<file path="config.mk">
export PLATFORM = sky130hd
export DESIGN_NAME = vx_ifetch_stage
export DESIGN_NICKNAME = d
export VERILOG_FILES = /design/src/rtl/vx_ifetch_stage_pkg.sv /design/src/rtl/vx_skid_buffer2.sv /design/src/rtl/vx_ifetch_stage.sv
export SDC_FILE = /design/constraint.sdc
export NUM_CORES = 1
export LEC_CHECK = 0
export ABC_AREA = 1
export BUFFER_PORTS_ARGS = -buffer_cell sky130_fd_sc_hd__buf_2
export CELL_PAD_IN_SITES_DETAIL_PLACEMENT = 2
export CELL_PAD_IN_SITES_GLOBAL_PLACEMENT = 2
export CORE_MARGIN = 3
export CORE_UTILIZATION = 41
export DETAILED_ROUTE_END_ITERATION = 12
export PLACE_DENSITY_LB_ADDON = 0.2
export SYNTH_ARGS = -nofsm -noshare
export SYNTH_HDL_FRONTEND = slang
export SYNTH_SLANG_ARGS = --single-unit
</file>
<file path="constraint.sdc">
create_clock -name clk -period 5.45 [get_ports clk]
set_input_delay 1.3625 -clock clk [delete_from_list [all_inputs] [get_ports clk]]
set_output_delay 1.3625 -clock clk [all_outputs]
set_load 0.01 [all_outputs]
</file>
<file path="src/rtl/vx_ifetch_stage_pkg.sv">
// Shared fetch-stage types: per-warp metadata held while a fetch is in flight,
// and the decode-bound response record.
package vx_ifetch_stage_pkg;

    localparam int IF_NUM_WARPS     = 4;
    localparam int IF_NUM_THREADS   = 4;
    localparam int IF_NW_BITS       = (IF_NUM_WARPS > 1) ? $clog2(IF_NUM_WARPS) : 1;
    localparam int ICACHE_TAG_WIDTH = IF_NW_BITS;

    typedef struct packed {
        logic [IF_NUM_THREADS-1:0] tmask;
        logic [31:0]               PC;
    } ifetch_meta_t;

    typedef struct packed {
        logic [IF_NW_BITS-1:0]     wid;
        logic [IF_NUM_THREADS-1:0] tmask;
        logic [31:0]               PC;
        logic [31:0]               instr;
    } ifetch_rsp_t;

endpackage

</file>
<file path="src/rtl/vx_skid_buffer2.sv">
// Two-entry elastic FIFO; in_ready decodes registered occupancy only, so there
// is no combinational path from out_ready back to the producer.
module vx_skid_buffer2 #(
    parameter int DATAW = 32
) (
    input  logic             clk,
    input  logic             reset,
    input  logic             in_valid,
    input  logic [DATAW-1:0] in_data,
    output logic             in_ready,
    output logic             out_valid,
    output logic [DATAW-1:0] out_data,
    input  logic             out_ready
);

    logic [DATAW-1:0] mem [2];
    logic             rd_ptr;
    logic             wr_ptr;
    logic [1:0]       count;
    logic             push;
    logic             pop;

    assign in_ready  = (count != 2'd2);
    assign out_valid = (count != 2'd0);
    assign out_data  = mem[rd_ptr];
    assign push      = in_valid & in_ready;
    assign pop       = out_valid & out_ready;

    always_ff @(posedge clk) begin
        if (reset) begin
            rd_ptr <= 1'b0;
            wr_ptr <= 1'b0;
            count  <= 2'd0;
        end else begin
            if (push) wr_ptr <= ~wr_ptr;
            if (pop)  rd_ptr <= ~rd_ptr;
            case ({push, pop})
                2'b10:   count <= count + 2'd1;
                2'b01:   count <= count - 2'd1;
                default: count <= count;
            endcase
        end
    end

    // The head slot is never the write target while occupied, so outputs hold under stall.
    always_ff @(posedge clk) begin
        if (push) mem[wr_ptr] <= in_data;
    end

endmodule

</file>
<file path="src/rtl/vx_ifetch_stage.sv">
// Instruction fetch: forwards scheduler requests to the I-cache, parks {tmask, PC}
// per warp until the (possibly out-of-order) response returns, then queues for decode.
module vx_ifetch_stage
    import vx_ifetch_stage_pkg::*;
#(
    parameter int CORE_ID     = 0,
    parameter int NUM_WARPS   = 4,
    parameter int NUM_THREADS = 4,
    parameter int NW_BITS     = (NUM_WARPS > 1) ? $clog2(NUM_WARPS) : 1
) (
    input  logic                   clk,
    input  logic                   reset,

    input  logic                   ifetch_req_valid,
    input  logic [NW_BITS-1:0]     ifetch_req_wid,
    input  logic [NUM_THREADS-1:0] ifetch_req_tmask,
    input  logic [31:0]            ifetch_req_PC,
    output logic                   ifetch_req_ready,

    output logic                   icache_req_valid,
    output logic [29:0]            icache_req_addr,
    output logic [NW_BITS-1:0]     icache_req_tag,
    input  logic                   icache_req_ready,

    input  logic                   icache_rsp_valid,
    input  logic [31:0]            icache_rsp_data,
    input  logic [NW_BITS-1:0]     icache_rsp_tag,
    output logic                   icache_rsp_ready,

    output logic                   ifetch_rsp_valid,
    output logic [NW_BITS-1:0]     ifetch_rsp_wid,
    output logic [NUM_THREADS-1:0] ifetch_rsp_tmask,
    output logic [31:0]            ifetch_rsp_PC,
    output logic [31:0]            ifetch_rsp_instr,
    input  logic                   ifetch_rsp_ready,

    output logic                   busy
);

    // The shared record types are sized from the package; refuse mismatched builds.
    if (NUM_THREADS != IF_NUM_THREADS || NW_BITS != ICACHE_TAG_WIDTH) begin : g_cfg_err
        $error("vx_ifetch_stage: parameters do not match vx_ifetch_stage_pkg widths");
    end

    logic [NUM_WARPS-1:0] pending;
    ifetch_meta_t         meta [NUM_WARPS];
    ifetch_meta_t         rsp_meta;
    ifetch_rsp_t          push_data;
    ifetch_rsp_t          head;
    logic                 blk;
    logic                 req_fire;
    logic                 rsp_fire;

    // A warp has at most one fetch outstanding; the wid doubles as the I-cache tag.
    assign blk              = pending[ifetch_req_wid];
    assign icache_req_valid = ifetch_req_valid & ~blk;
    assign ifetch_req_ready = icache_req_ready & ~blk;
    assign icache_req_addr  = ifetch_req_PC[31:2];
    assign icache_req_tag   = ifetch_req_wid;

    assign req_fire = ifetch_req_valid & ifetch_req_ready;
    assign rsp_fire = icache_rsp_valid & icache_rsp_ready;

    always_ff @(posedge clk) begin
        if (reset) begin
            pending <= '0;
        end else begin
            if (rsp_fire) pending[icache_rsp_tag] <= 1'b0;
            if (req_fire) pending[ifetch_req_wid] <= 1'b1;
        end
    end

    always_ff @(posedge clk) begin
        if (req_fire) meta[ifetch_req_wid] <= '{tmask: ifetch_req_tmask, PC: ifetch_req_PC};
    end

    assign rsp_meta  = meta[icache_rsp_tag];
    assign push_data = '{wid:   icache_rsp_tag,
                         tmask: rsp_meta.tmask,
                         PC:    rsp_meta.PC,
                         instr: icache_rsp_data};

    vx_skid_buffer2 #(
        .DATAW ($bits(ifetch_rsp_t))
    ) out_buf (
        .clk       (clk),
        .reset     (reset),
        .in_valid  (icache_rsp_valid),
        .in_data   (push_data),
        .in_ready  (icache_rsp_ready),
        .out_valid (ifetch_rsp_valid),
        .out_data  (head),
        .out_ready (ifetch_rsp_ready)
    );

    assign ifetch_rsp_wid   = head.wid;
    assign ifetch_rsp_tmask = head.tmask;
    assign ifetch_rsp_PC    = head.PC;
    assign ifetch_rsp_instr = head.instr;

    assign busy = (|pending) | ifetch_rsp_valid;

    always @(posedge clk) begin
        if (!reset) begin
            if (rsp_fire)
                assert (pending[icache_rsp_tag])
                else $error("core%0d ifetch: response for non-pending wid %0d", CORE_ID, icache_rsp_tag);
            if (req_fire)
                assert (ifetch_req_PC[1:0] == 2'b00)
                else $error("core%0d ifetch: unaligned PC %h", CORE_ID, ifetch_req_PC);
        end
    end

endmodule
</file>
## Yosys cells after proc, flatten, opt, wreduce, memory -nomap -nowiden

Memory sizes are Yosys's and may differ from the RTL's. A register that Yosys moved wholly into a read port is not among the register bits.
Cells that the tools add are included.

| storage, ports and cells | value |
|---|---|
| bits in read-only memories | 0 |
| memories | 2 |
| bits in latches | 0 |
| memory bits (writable) | 284 |
| logic and storage cells | 48 |
| bits of input ports | 78 |
| register bits after elaboration | 8 |

Memories:

| memory | depth | bits a word | read ports | clocked after memory_dff | write ports | RTL line | RTL |
|---|---|---|---|---|---|---|---|
| meta | 4 | 36 | 1 | 0 | 1 | vx_ifetch_stage.sv:46 | `ifetch_meta_t meta [NUM_WARPS];` |
| out_buf.mem | 2 | 70 | 1 | 1 | 1 | vx_skid_buffer2.sv:16 | `logic [DATAW-1:0] mem [2];` |

| cells by class | value |
|---|---|
| bitwise gates (word level) | 12 |
| add/sub/neg operators | 2 |
| shift operators | 0 |
| divide/modulo/power cells | 0 |
| $lt $le $gt $ge | 4 |
| muxes and demuxes | 16 |
| equality and inequality tests | 3 |
| reductions and logical operators | 5 |
| $mul | 0 |

Operators with widths:

| kind | number |
|---|---|
| $mux W4 | 3 |
| $mux W1 | 9 |
| $lt A2 B3 Y1 const B | 2 |
| $and A1 B1 Y1 | 5 |
| $and A4 B4 Y4 | 1 |
| $demux W1 S2 | 2 |
| $ge A2 B1 Y1 const B | 2 |
| $not A4 Y4 | 1 |
| $or A4 B4 Y4 | 1 |
| $pmux W2 S2 | 1 |
| $reduce_bool A2 Y1 | 2 |
| $reduce_or A4 Y1 | 1 |
| $not A1 Y1 | 3 |
| $add A2 B1 Y2 const B | 1 |
| $bmux W1 S2 | 1 |
| $eq A2 B1 Y1 const B | 1 |
| $eq A2 B2 Y1 const B | 1 |
| $logic_and A1 B1 Y1 | 2 |
| $ne A2 B2 Y1 const B | 1 |
| $sub A2 B1 Y2 const B | 1 |
| $or A1 B1 Y1 | 1 |

## Longest topological paths before layout

Gate-level depths: netlist of the first run.

| depth | value |
|---|---|
| word-level depth | 10 |
| mapped depth | 9 |

## Hierarchy

Synthesis of the first run repeated with hierarchy kept, for this count alone.

| unflattened totals | value |
|---|---|
| cells, all modules | 647 |
| area total of the unflattened synthesis | 11454.7 µm² |

Modules (own cells, without submodules):

| module | cells an instance | times used | area each (µm²) | seq. area each (µm²) |
|---|---|---|---|---|
| vx_ifetch_stage | 391 | 1 | 5806.8 | 4404.2 |
| vx_skid_buffer2 | 256 | 1 | 5647.9 | 4304.1 |

## Worst setup path after synthesis of the first run

No wires, ideal clock.

| path | value |
|---|---|
| kind | input -> register |
| start | input port icache_rsp_valid |
| end | memory out_buf.mem[1][0] (netlist name) (enable) |
| stages | 2 |
| arrival time | 4.441 ns |
| setup slack | 0.509 ns |
| required time | 4.950 ns |
| path buffers | 0 |
| cells stage by stage | nand2_1 -> nor2_1 |

| between the ends | value |
|---|---|
| longest elaborated chain between the ends | 3 |

Ends and longest elaborated chain:

| element | RTL line | RTL |
|---|---|---|
| start, declared | vx_ifetch_stage.sv:25 | `input logic icache_rsp_valid,` |
| $and A1 B1 Y1 | vx_skid_buffer2.sv:26 | `assign push = in_valid & in_ready;` |
| $mux W1 | vx_skid_buffer2.sv:47 | `if (push) mem[wr_ptr] <= in_data;` |
| $mux W1 (implied by the code) | vx_skid_buffer2.sv:47 |  |
| end, declared | vx_skid_buffer2.sv:16 |  |

No other way between the ends.

## Worst setup path after layout of the first run

| path | value |
|---|---|
| start | input port icache_rsp_tag[0] |
| end | memory out_buf.mem[1][37] (netlist name) (data pin) |

| between the ends | value |
|---|---|
| longest elaborated chain between the ends | 1 |

Ends and longest elaborated chain:

| element | RTL line | RTL |
|---|---|---|
| start, declared | vx_ifetch_stage.sv:27 | `input logic [NW_BITS-1:0] icache_rsp_tag,` |
| $mem_v2 Z4 W36 | -- |  |
| named net out_buf.in_data[37] | vx_skid_buffer2.sv:9 | `input logic [DATAW-1:0] in_data,` |

The timed path passes the listed nets, and every way through them passes these cells.

==> results.py, run 1 <==
metrics = {
    "critical_path": {
        "r2r-end": "out_buf.mem[1][24]",
        "critPathKind": "in2reg",
        "cp.arrival_ps": 4310,
        "endpoint": "out_buf.mem[1][37]",
        "reg2reg_slack_ps": 3020,
        "worstSetupEndpointType": "flop",
        "crit_path_start_kind": "input port",
        "crit_path_start": "icache_rsp_tag[0]",
        "critPathRequiredTime_ps": 5850,
        "path_max_fanout": 41,
        "reg2reg_from": "out_buf.count[0]",
        "reg2reg_depth": 5,
    },
    "cells_and_area": {
        "final_nets": 878,
        "synthToLayoutAreaGrowth_pct": 17.2,
        "post-route-util": 0.493,
        "fill_cells": 2418,
        "n_antenna_cell": 0,
        "drive_above_1_share": 0.379,
    },
    "route": {
        "ant_nets": 0,
        "via_count": 6146,
        "drc": 0,
        "wire_per_inst_um": 24.5,
        "first_pass_iters": 4,
        "vias_per_cell": 5.31,
        "routed_wl_um": 28300,
        "drt_iter0_drc": 334,
    },
    "synthesis": {
        "ys_types": 23,
        "syn_nets": 719,
        "yosysSeqAreaShare": 0.785,
        "synth-async-reset-ratio": 0,
        "ys_ff_latch": 293,
        "synth_area_leader_cell": "edfxtp_1",
        "synth_edf_count": 284,
        "yosysMostFrequentCell": "edfxtp_1",
        "yosys_warnings": 0,
        "synth_common_cells": "edfxtp_1 (284), nand3_1 (111), mux2_2 (70), buf_4 (37), a22oi_1 (36)",
        "synth_top_area_frac": 0.769,
        "syn_avg_cell_area_um2": 17.3,
        "syn_inst": 640,
        "ys.flop_type": "edfxtp_1",
        "synth.area.top_cells": "edfxtp_1 (77%), mux2_2 (7.1%), nand3_1 (5.0%)",
        "synth_area_um2": 11100,
    },
    "power_and_ir_drop": {
        "vdd_ir_drop_max_mv": 0.279,
        "power.leakage_nw": 4.67,
        "power_density_nw_per_um2": 418,
    },
    "timing": {
        "hold_ws_ps": 500,
        "max_freq_mhz": 255,
        "fin_worst_skew_ps": 25.0,
        "period_minus_slack_ps": 3910,
        "timing.final.crit_share": 0.718,
        "hold_viol": 0,
        "setup_tns_ps": 0,
        "rsz0062_at_grt": "no",
        "final_max_slew_viol_count": 0,
        "setup_slack_ps": 1540,
        "finalSetupViolations": 0,
        "maxSlewHeadroom": 0.174,
        "worstMarginPinSlew_ps": 1240,
    },
    "global_route": {
        "grt_remaining_overflow": 0,
        "antenna_found_initial": 2,
        "grt_start_max_net_pins": 77,
        "grt_pass1_vias": 7043,
        "grt_pass1_wl_um": 43100,
        "grt_use_total": 0.195,
    },
    "floorplanning": {
        "die_y_um": 170,
        "fp.coreArea_um2": 26400,
        "die_area_um2": 29100,
        "die_width_um": 170,
        "ioPinCount": 185,
        "rows": 59,
        "start_util": 0.421,
    },
    "clock_network": {
        "cts_buffers": 31,
        "cts_setup_buffers": 0,
        "clk_pin_slew_ps": 60,
        "cts_max_level": 1,
        "worstSkewPairLatency_ps": 550,
        "cts_tree": "done",
        "clock_path_buffers": 3,
        "hold_buffers": 0,
        "root_buffer": "clkbuf_16",
        "cts_num_sinks": 293,
        "cts_resized": 0,
    },
    "place": {
        "place_congestion": 0.720,
        "dp_hpwl_um": 16500,
        "dp_worst_setup_slack_ps": 990,
        "io_buffers": 184,
    },
    "run": {
        "drv_cap": 0,
    },
    "run_status": {
        "status": "finished clean",
    },
    "min_path": {
        "hp-class": "reg2reg",
    },
}
-- cell type report --
cell class | count | area [um2] | share of cell area
flip-flops and latches | 293 | 8710 | 0.670
multi-input cells | 268 | 1890 | 0.145
repair buffers | 189 | 958 | 0.0737
clock buffers | 40 | 810 | 0.0623
well taps | 335 | 419 | 0.0322
clock inverters | 17 | 153 | 0.0117
inverters | 16 | 60.1 | 0.00462
-- worst min path at each step --
stage	start	end	cells after the start
final	out_buf.rd_ptr	flop	2
after detailed placement	out_buf.rd_ptr	flop	2
after CTS	out_buf.rd_ptr	flop	2
after global routing	out_buf.rd_ptr	out_buf.rd_ptr	2
after floorplan	pending[0]	pending[0]	2
after global placement	out_buf.rd_ptr	flop	2
-- flip-flops by register name, indices dropped and copies added (netlist names), named ones only --
name and count:
pending 4, out_buf.wr_ptr 1, meta 144, out_buf.rd_ptr 1
out_buf.count 2, out_buf.mem 140
-- placed cells by master, fill, tap and decap left out, drive strengths merged --
master / count
a22oi: 36
clkinv: 13
a21oi: 8
mux2: 70
or2: 1
clkinvlp: 1
nand2: 16
clkbuf: 40
nand3: 111
nor3: 2
ha: 1
buf: 189
edfxtp: 284
inv: 16
o21bai: 1
and3: 1
o21ai: 2
nand4: 4
nor2: 14
bufinv: 3
nor4: 1
dfxtp: 9
-- per-stage QoR --
step           instance area (um2)  total power [mW]  cells
3_5_place_dp                 12000              3.47   1101
6_report                     13000              5.44   1158
5_1_grt                      13000              5.67   1158
4_1_cts                      13000              5.52   1158
2_1_floorplan                11100              3.17    640
3_3_place_gp                 12000              3.42   1101
-- power breakdown --
group / switching (mW) / internal (mW) / total [mW]
registers: 0.0935 / 2.65 / 2.75
clock network: 0.849 / 1.18 / 2.03
logic: 0.384 / 0.276 / 0.660
-- worst max-delay path, stage by stage --
cell	delay [ps]
buf_2	780
inv_2	640
nor2_4	1090
a22oi_1	220
nand3_1	190
-- kinds of logic after synthesis --
group	after synthesis	synth area share
muxes	70	0.0711
adders and majority gates	1	0.00113
DFF	293	0.785
buffers and inverters	79	0.0460
AOI/OAI and AO/OA	47	0.0296
and+or+nand+nor	150	0.0671
-- routing by layer --
metal	part of all wire	track usage	wire [um]	vias to the layer above
li1	-	-	-	2774
met1	0.39	0.236	11100	3124
met2	0.53	0.364	15100	192
met3	0.052	0.0328	1470	52
met4	0.022	0.0480	637	4
met5	0.00092	0	26	-
(Power assumes the default switching activity.)
==> run 2, diff against run 1 <==
- ABC_AREA: 1 -> 0
- CORE_UTILIZATION: 41 -> 42
- clock period: 5.45 -> 4.1 ns (I/O delays scaled with it)
==> results.py, run 2 <==
metrics = {
    "route": {
        "vias_per_cell": 5.13,
        "drc": 0,
        "ant_nets": 0,
        "first_pass_iters": 4,
        "wire_per_inst_um": 23.8,
        "via_count": 5231,
        "drt_iter0_drc": 249,
        "routed_wl_um": 24200,
    },
    "global_route": {
        "grt_remaining_overflow": 0,
        "grt_pass1_vias": 6002,
        "grt_pass1_wl_um": 37200,
        "antenna_found_initial": 1,
        "grt_use_total": 0.171,
        "grt_start_max_net_pins": 71,
    },
    "run": {
        "drv_cap": 0,
    },
    "clock_network": {
        "cts_setup_buffers": 0,
        "cts_max_level": 1,
        "root_buffer": "clkbuf_16",
        "cts_buffers": 31,
        "cts_tree": "done",
        "hold_buffers": 0,
        "clk_pin_slew_ps": 60,
        "clock_path_buffers": 3,
        "cts_resized": 0,
        "cts_num_sinks": 293,
        "worstSkewPairLatency_ps": 530,
    },
    "cells_and_area": {
        "layout_commonest_cell": "edfxtp_1",
        "drive_above_1_share": 0.504,
        "n_antenna_cell": 0,
        "multiInputGateArea_um2": 1930,
        "mostFrequentLayoutCells": "edfxtp_1 (284), buf_2 (183), mux2_2 (70), mux4_2 (37), clkbuf_16 (31)",
        "top_register": "meta",
        "final_nets": 745,
        "largest_reg_flops": 144,
        "ff_latch_area_um2": 8710,
        "synthToLayoutAreaGrowth_pct": 18.7,
        "largest_registers": "meta x144, out_buf.mem x140, pending x4",
        "post-route-util": 0.511,
        "fill_cells": 2260,
    },
    "synthesis": {
        "yosysMostFrequentCell": "edfxtp_1",
        "yosys_warnings": 0,
        "ys.flop_type": "edfxtp_1",
        "synth-async-reset-ratio": 0,
        "syn_inst": 491,
        "synth_edf_count": 284,
        "synth.area.top_cells": "edfxtp_1 (78%), mux4_2 (7.6%), mux2_2 (7.2%)",
        "synth_top_area_frac": 0.780,
        "ys_types": 32,
        "yosys.area_share.simple": 0.0104,
        "synth_top_family_by_area": "multiplexers",
        "synth_area_um2": 10900,
        "synth_area_leader_cell": "edfxtp_1",
        "ys_ff_latch": 293,
        "synth_xor_area_frac": 0.00240,
        "synth-compound-area-share": 0.00892,
        "synth_fa_ha_area_frac": 0.00114,
        "syn_avg_cell_area_um2": 22.3,
        "muxShareOfSynthArea": 0.148,
        "synth_common_cells": "edfxtp_1 (284), mux2_2 (70), mux4_2 (37), buf_4 (33), buf_2 (12)",
        "syn_nets": 570,
        "yosysSeqAreaShare": 0.796,
    },
    "floorplanning": {
        "rows": 58,
        "die_y_um": 167,
        "die_area_um2": 28000,
        "ioPinCount": 185,
        "fp.coreArea_um2": 25400,
        "die_width_um": 167,
        "start_util": 0.431,
    },
    "timing": {
        "final_max_slew_viol_count": 0,
        "timing.final.crit_share": 0.793,
        "finalSetupViolations": 0,
        "rsz0062_at_grt": "no",
        "hold_viol": 0,
        "worstMarginPinSlew_ps": 1120,
        "fin_worst_skew_ps": 6.26,
        "maxSlewHeadroom": 0.254,
        "setup_tns_ps": 0,
        "max_freq_mhz": 308,
        "period_minus_slack_ps": 3250,
    },
    "critical_path": {
        "reg2reg_from": "out_buf.count[0]",
        "cp.arrival_ps": 2230,
        "crit_path_start_kind": "flop",
        "reg2reg_slack_ps": 2050,
        "worstSetupEndpointType": "output port",
        "critPathRequiredTime_ps": 3070,
        "critPathKind": "reg2out",
        "reg2reg_depth": 3,
        "path_max_fanout": 70,
        "r2r-end": "out_buf.mem[1][48]",
    },
    "place": {
        "dp_hpwl_um": 14500,
        "io_buffers": 184,
        "place_congestion": 0.716,
    },
    "power_and_ir_drop": {
        "vdd_ir_drop_max_mv": 0.379,
        "p_comb_frac": 0.156,
        "power.leakage_nw": 4.52,
        "p_int_mw": 5.63,
        "swShare": 0.252,
        "p_clk_frac": 0.344,
        "power_density_nw_per_um2": 579,
        "p_seq_frac": 0.500,
        "p_sw_mw": 1.89,
    },
    "min_path": {
        "hp-class": "reg2reg",
        "worstHoldEndpoint": "out_buf.wr_ptr",
        "hold_start": "out_buf.wr_ptr",
        "whs_path_depth": 2,
    },
    "run_status": {
        "status": "finished clean",
    },
}
[run 2: kinds of logic after synthesis]
kind of cell	Yosys count
compound gates	13
xor+xnor	3
fa+ha+maj	1
buf+inv	54
flops	293
mux	107
simple gates	20
[run 2: stage by stage]
| stage | cells | hold WS (ps) | power, mW | worst slack [ps] | instance area [um2] |
|---|---|---|---|---|---|
| 2_1_floorplan | 491 | 452 | 4.49 | 458 | 11000 |
| 3_3_place_gp | 963 | 479 | 4.96 | 1070 | 12100 |
| 3_5_place_dp | 963 | 494 | 5.03 | 1050 | 12100 |
| 4_1_cts | 1019 | 503 | 7.65 | 781 | 13000 |
| 5_1_grt | 1019 | 534 | 7.87 | 722 | 13000 |
| 6_report | 1019 | 502 | 7.52 | 850 | 13000 |
[run 2: critical path: stages, from the launching register on]
cell and delay, ps:
dfxtp_4 1010, mux2_2 440, buf_2 140
[run 2: final cells by class]
cell class              instances  area share
flip-flops and latches        293       0.671
multi-input cells             144       0.149
repair buffers                190      0.0755
clock buffers                  36      0.0612
well taps                     330      0.0318
clock inverters                20      0.0106
inverters                       6     0.00183
[run 2: worst max-delay path by stage]
stage | depth (start not counted) | to
6_report | 2 | ifetch_rsp_instr[17]
5_1_grt | 2 | ifetch_rsp_instr[17]
4_1_cts | 2 | ifetch_rsp_PC[17]
3_5_place_dp | 4 | icache_req_valid
3_3_place_gp | 4 | icache_req_valid
2_1_floorplan | 2 | meta[1][0]
[run 2: routing by layer]
| layer | track usage | up-vias | routed length (um) |
|---|---|---|---|
| met4 | 0.0313 | 2 | 418 |
| met5 | 0 | - | 7 |
| met2 | 0.315 | 167 | 13000 |
| met1 | 0.214 | 2722 | 9700 |
| li1 | - | 2304 | - |
| met3 | 0.0328 | 36 | 1150 |
[run 2: power by group through the flow]
stage / Sequential (mW) / Combinational (mW) / Clock (mW)
4_1_cts: 3.77 / 1.21 / 2.67
6_report: 3.76 / 1.17 / 2.59
5_1_grt: 3.80 / 1.28 / 2.80
3_5_place_dp: 3.83 / 1.20 / 0
2_1_floorplan: 3.69 / 0.804 / 0
3_3_place_gp: 3.80 / 1.16 / 0
